**src/rtl/alu_op_sequencer_pkg.sv**
```systemverilog
// Shared definitions for the ALU command sequencer: FSM state encoding,
// ALU function select codes and sequencer-level opcodes.
package alu_op_sequencer_pkg;

    typedef enum logic [1:0] {
        ST_IDLE = 2'b00,
        ST_EXEC = 2'b01,
        ST_DONE = 2'b10
    } state_t;

    localparam logic [2:0] FUN_PASS_A = 3'b000;
    localparam logic [2:0] FUN_SUB    = 3'b001;
    localparam logic [2:0] FUN_PASS_B = 3'b010;
    localparam logic [2:0] FUN_ADD    = 3'b011;
    localparam logic [2:0] FUN_NOR    = 3'b100;

    localparam logic [3:0] OP_LOADI = 4'b1000;
    localparam logic [3:0] OP_CLRF  = 4'b1001;

    // Opcodes 0xxx drive the ALU; of the 1xxx space only LOADI and CLRF exist.
    function automatic logic op_is_legal(input logic [3:0] op);
        return (op[3] == 1'b0) || (op == OP_LOADI) || (op == OP_CLRF);
    endfunction

endpackage

```
**src/rtl/alu_op_sequencer_sat_counter.sv**
```systemverilog
// Saturating up-counter: holds at all-ones instead of wrapping.
module sat_counter #(
    parameter int COUNT_W = 8
) (
    input  logic               clk,
    input  logic               reset,
    input  logic               inc,
    output logic [COUNT_W-1:0] count
);

    // Count enabled increments, sticking at the maximum value.
    always_ff @(posedge clk) begin
        if (reset) begin
            count <= '0;
        end else if (inc && !(&count)) begin
            count <= count + 1'b1;
        end
    end

endmodule

```
**src/rtl/alu_op_sequencer.sv**
```systemverilog
// Command sequencer in front of the 4-bit ALU. Accepts one command per
// handshake, runs it through IDLE -> EXEC -> DONE, and writes the ALU result
// (or an immediate) back into the accumulator and carry/zero flags.
module alu_op_sequencer
    import alu_op_sequencer_pkg::*;
#(
    parameter int COUNT_W = 8
) (
    input  logic               clk,
    input  logic               reset,
    input  logic               cmd_valid,
    input  logic [3:0]         cmd_op,
    input  logic [3:0]         cmd_imm,
    output logic               cmd_ready,
    output logic [3:0]         alu_a,
    output logic [3:0]         alu_b,
    output logic [2:0]         alu_fun,
    input  logic [4:0]         alu_y,
    output logic [3:0]         acc,
    output logic               flag_c,
    output logic               flag_z,
    output logic               done,
    output logic               err,
    output logic [COUNT_W-1:0] op_count
);

    state_t     state;
    state_t     state_nxt;
    logic [3:0] op_r;
    logic [3:0] imm_r;
    logic       exec_legal;

    // State register.
    always_ff @(posedge clk) begin
        if (reset) begin
            state <= ST_IDLE;
        end else begin
            state <= state_nxt;
        end
    end

    // Next-state logic; DONE ignores cmd_valid and always returns to IDLE.
    always_comb begin
        state_nxt = state;
        case (state)
            ST_IDLE: if (cmd_valid) state_nxt = ST_EXEC;
            ST_EXEC: state_nxt = ST_DONE;
            ST_DONE: state_nxt = ST_IDLE;
            default: state_nxt = ST_IDLE;
        endcase
    end

    // Outputs decoded from registered state only, so no input-to-output path.
    always_comb begin
        cmd_ready = (state == ST_IDLE);
        done      = (state == ST_DONE);
        err       = (state == ST_DONE) && !op_is_legal(op_r);
    end

    // ALU operands come straight from registers, so they are stable through EXEC.
    always_comb begin
        alu_a   = acc;
        alu_b   = imm_r;
        alu_fun = op_r[2:0];
    end

    // Capture the command on the handshake.
    always_ff @(posedge clk) begin
        if (reset) begin
            op_r  <= 4'd0;
            imm_r <= 4'd0;
        end else if (state == ST_IDLE && cmd_valid) begin
            op_r  <= cmd_op;
            imm_r <= cmd_imm;
        end
    end

    // Write-back at the EXEC->DONE edge; illegal opcodes leave state untouched.
    always_ff @(posedge clk) begin
        if (reset) begin
            acc    <= 4'd0;
            flag_c <= 1'b0;
            flag_z <= 1'b0;
        end else if (state == ST_EXEC) begin
            if (op_r[3] == 1'b0) begin
                acc    <= alu_y[3:0];
                flag_c <= alu_y[4];
                flag_z <= (alu_y[3:0] == 4'd0);
            end else if (op_r == OP_LOADI) begin
                acc    <= imm_r;
                flag_c <= 1'b0;
                flag_z <= (imm_r == 4'd0);
            end else if (op_r == OP_CLRF) begin
                flag_c <= 1'b0;
                flag_z <= 1'b0;
            end
        end
    end

    assign exec_legal = (state == ST_EXEC) && op_is_legal(op_r);

    sat_counter #(
        .COUNT_W (COUNT_W)
    ) u_op_count (
        .clk   (clk),
        .reset (reset),
        .inc   (exec_legal),
        .count (op_count)
    );

endmodule

```
**config.mk**
```make
export PLATFORM = sky130hd
export DESIGN_NAME = alu_op_sequencer
export DESIGN_NICKNAME = d
export VERILOG_FILES = /design/src/rtl/alu_op_sequencer_pkg.sv /design/src/rtl/alu_op_sequencer_sat_counter.sv /design/src/rtl/alu_op_sequencer.sv
export SDC_FILE = /design/constraint.sdc
export NUM_CORES = 1
export LEC_CHECK = 0
export CAP_MARGIN = 15
export CORE_UTILIZATION = 23
export CTS_CLUSTER_DIAMETER = 80
export DETAILED_ROUTE_END_ITERATION = 16
export GPL_TIMING_DRIVEN = 0
export HOLD_SLACK_MARGIN = 0.05
export PLACE_DENSITY = 0.45
export SLEW_MARGIN = 20
export SYNTH_ARGS = -nofsm -noshare
export SYNTH_HDL_FRONTEND = slang
export SYNTH_SLANG_ARGS = --single-unit
```
**constraint.sdc**
```tcl
create_clock -name clk -period 2.77 [get_ports clk]
set_input_delay 0.554 -clock clk [delete_from_list [all_inputs] [get_ports clk]]
set_output_delay 0.554 -clock clk [all_outputs]
set_load 0.02 [all_outputs]
```
==> run metrics <==
status=finished, final reports clean; Rows=25; Final setup viols=0; core area=about 4700 sq um; WL/cell=between 10 and 15 um; max-slew violation count=0; crit start category=flop; initial antenna violation count=0; synthesized area per cell=around 8.5 sq um; Ys Warns=0; number of hold violations in the final report=0; post-synthesis sequential area ratio=0.430; Clock Tree Root=clkbuf_8; Final min period=~2.2 ns; Total GRT Usage=0.118; cell taking the most area after synthesis=dfxtp_1; synth top area cells=dfxtp_1, a211oi_1, nand2_1; Clock Tree Buf Depth=2; Reg2Reg Launch Point=state[1]; worst slew pin tran=0.538 ns; effective utilization at floorplan=0.238; fin nets=just under 200; Synthesized Nets=about 150; clock skew=just under 0.002 ns; DRT Pass-1 Iters=4; Setup CP Type=flop to primary output; GRT Residual Overflow=0; Fin Setup TNS=0 ns; first-pass GRT wire length=~4.8 mm; # hold bufs at CTS=0; Filler Cell Count=507; Die W=~72 um; die area=~5100 sq um; RSZ-0062 raised after global routing=false; initial drt markers=slightly below 60; Yosys cell types=28; # resized after CTS=0; crit path from=op_r[3]; total power=a little under 0.0008 W; Max Freq=~0.46 GHz; Crit path required time=2.22 ns; total CTS buffers=3; WHS=about 0.49 ns; crit-path max FO=10; PwrDens=between 400 and 500 nW/um^2; post-synthesis cell count=132; number of synthesized register bits=24; routability cong.=approximately 0.72; IO Pins=44; Antenna diodes=0; Routed WL=approximately 2.9 mm; Routed Antenna Nets=0; vias per inst=around 4.7; H-Tree Depth=1; R2R cell count=5; CTS tree=done; Mapped Area=roughly 1100 sq um; Hold/Removal Path Class=flop to flop; total of max-cap violations=0; CTS Sinks=24; vias in the first global route=1010; # port buffers=42; Slew headroom=0.641; vias=~1100; Worst setup EP type=primary output; DP Area=between 1500 and 2000 sq um; share of cells above drive strength 1=0.0955; Worst setup endpoint=err; postcts setup bufs=0; IR drop worst, VDD=around 0.00017 V; Leak Pwr=between 0.6 and 0.7 nW; crit path DAT=1.64 ns; area growth from synthesis to layout=48.5%; r2r endpoint=u_op_count.count[3]; # DRC=0; hpwl dp=between 2 and 2.5 mm; height of the die=a little over 70 um; clk slew on worst S/H paths=~0.080 ns; largest net degree at the start of global routing=14; Final Util=0.354; fin area=roughly 1700 sq um; R2R Setup Slk=between 1 and 1.5 ns; share of the synthesized area in the top cell type=0.430; final worst path period share=0.791; worst skew pair latency=between 0.2 and 0.3 ns
where the power goes:
group	internal, W	switching [W]
clock network	0.000127	0.000108
registers	0.000361	0.0000134
logic	0.0000846	0.0000779
synthesized netlist by cell type:
cell type	count
nor2b_1	4
nand2_1	18
a31oi_1	1
and3_1	2
mux2_2	2
nand4_1	1
a311oi_1	1
mux2i_1	5
buf_6	2
o21a_4	1
o31ai_1	1
or2_1	1
nand2b_1	3
dfxtp_1	24
or3_1	1
nand3_1	3
nor4_1	3
ha_1	1
a21oi_1	13
nor2_1	18
nor3b_1	1
or4_1	3
and2_2	1
nor3_1	1
a211oi_1	9
clkbuf_1	4
buf_4	7
and2_1	1
cells by family (layout without fill, tap and decap cells):
family,after synthesis,in the layout,synth area share
compound gates,26,26,0.152
fa+ha+maj,1,1,0.0112
buf+inv,13,59,0.0805
flops,24,24,0.430
mux,7,7,0.0649
simple gates,61,61,0.262
layout by cell type (no fill, tap or decap), drive strengths merged:
cell type	n
nor2b	4
mux2	2
and2	2
clkdlybuf4s50	42
clkbuf	8
nor3b	1
a211oi	9
nand2b	3
o31ai	1
nor3	1
a21oi	13
nand4	1
buf	9
o21a	1
nand2	18
mux2i	5
a31oi	1
nor4	3
or4	3
nor2	18
ha	1
dfxtp	24
and3	2
a311oi	1
or2	1
nand3	3
or3	1
how the worst min path moves through the flow:
stage          cells after the start  endpoint    start
2_1_floorplan                      2   op_r[0]  op_r[0]
3_3_place_gp                       2   op_r[0]  op_r[0]
3_5_place_dp                       2   op_r[0]  op_r[0]
4_1_cts                            2   op_r[0]  op_r[0]
5_1_grt                            2    flag_z   flag_z
6_report                           2   op_r[0]  op_r[0]
critical path: stages (launching register included):
cell	delay (ns)
dfxtp_1	0.33
buf_6	0.15
o21a_4	0.17
and2_2	0.13
clkdlybuf4s50_1	0.60
sequential cells by signal, summed over array words and instances (netlist names):
name / count
u_op_count.count: 8
flag_z: 1
flag_c: 1
op_r: 4
acc: 4
alu_b: 4
state: 2
per-layer routing:
layer	part of all wire	global-route usage	wire length, um
met5	0	0	0
met4	0.0051	0.0261	15
met3	0.069	0.0323	203
met2	0.47	0.202	1390
met1	0.45	0.149	1330
layout make-up:
type | instances | area [sq um] | area share
multi-input combinational | 95 | 548 | 0.330
sequential | 24 | 480 | 0.289
timing repair buffer | 42 | 420 | 0.253
buffer | 13 | 90.1 | 0.0542
tap | 54 | 67.6 | 0.0407
clock buffer | 4 | 55.1 | 0.0331
metrics by stage:
step / std cells / worst slack (ns)
2_1_floorplan: 132 / 1.17
3_3_place_gp: 228 / 0.859
3_5_place_dp: 228 / 0.854
4_1_cts: 232 / 0.554
5_1_grt: 232 / 0.505
6_report: 232 / 0.578
Note: power is estimated with default switching activity, not from simulation.
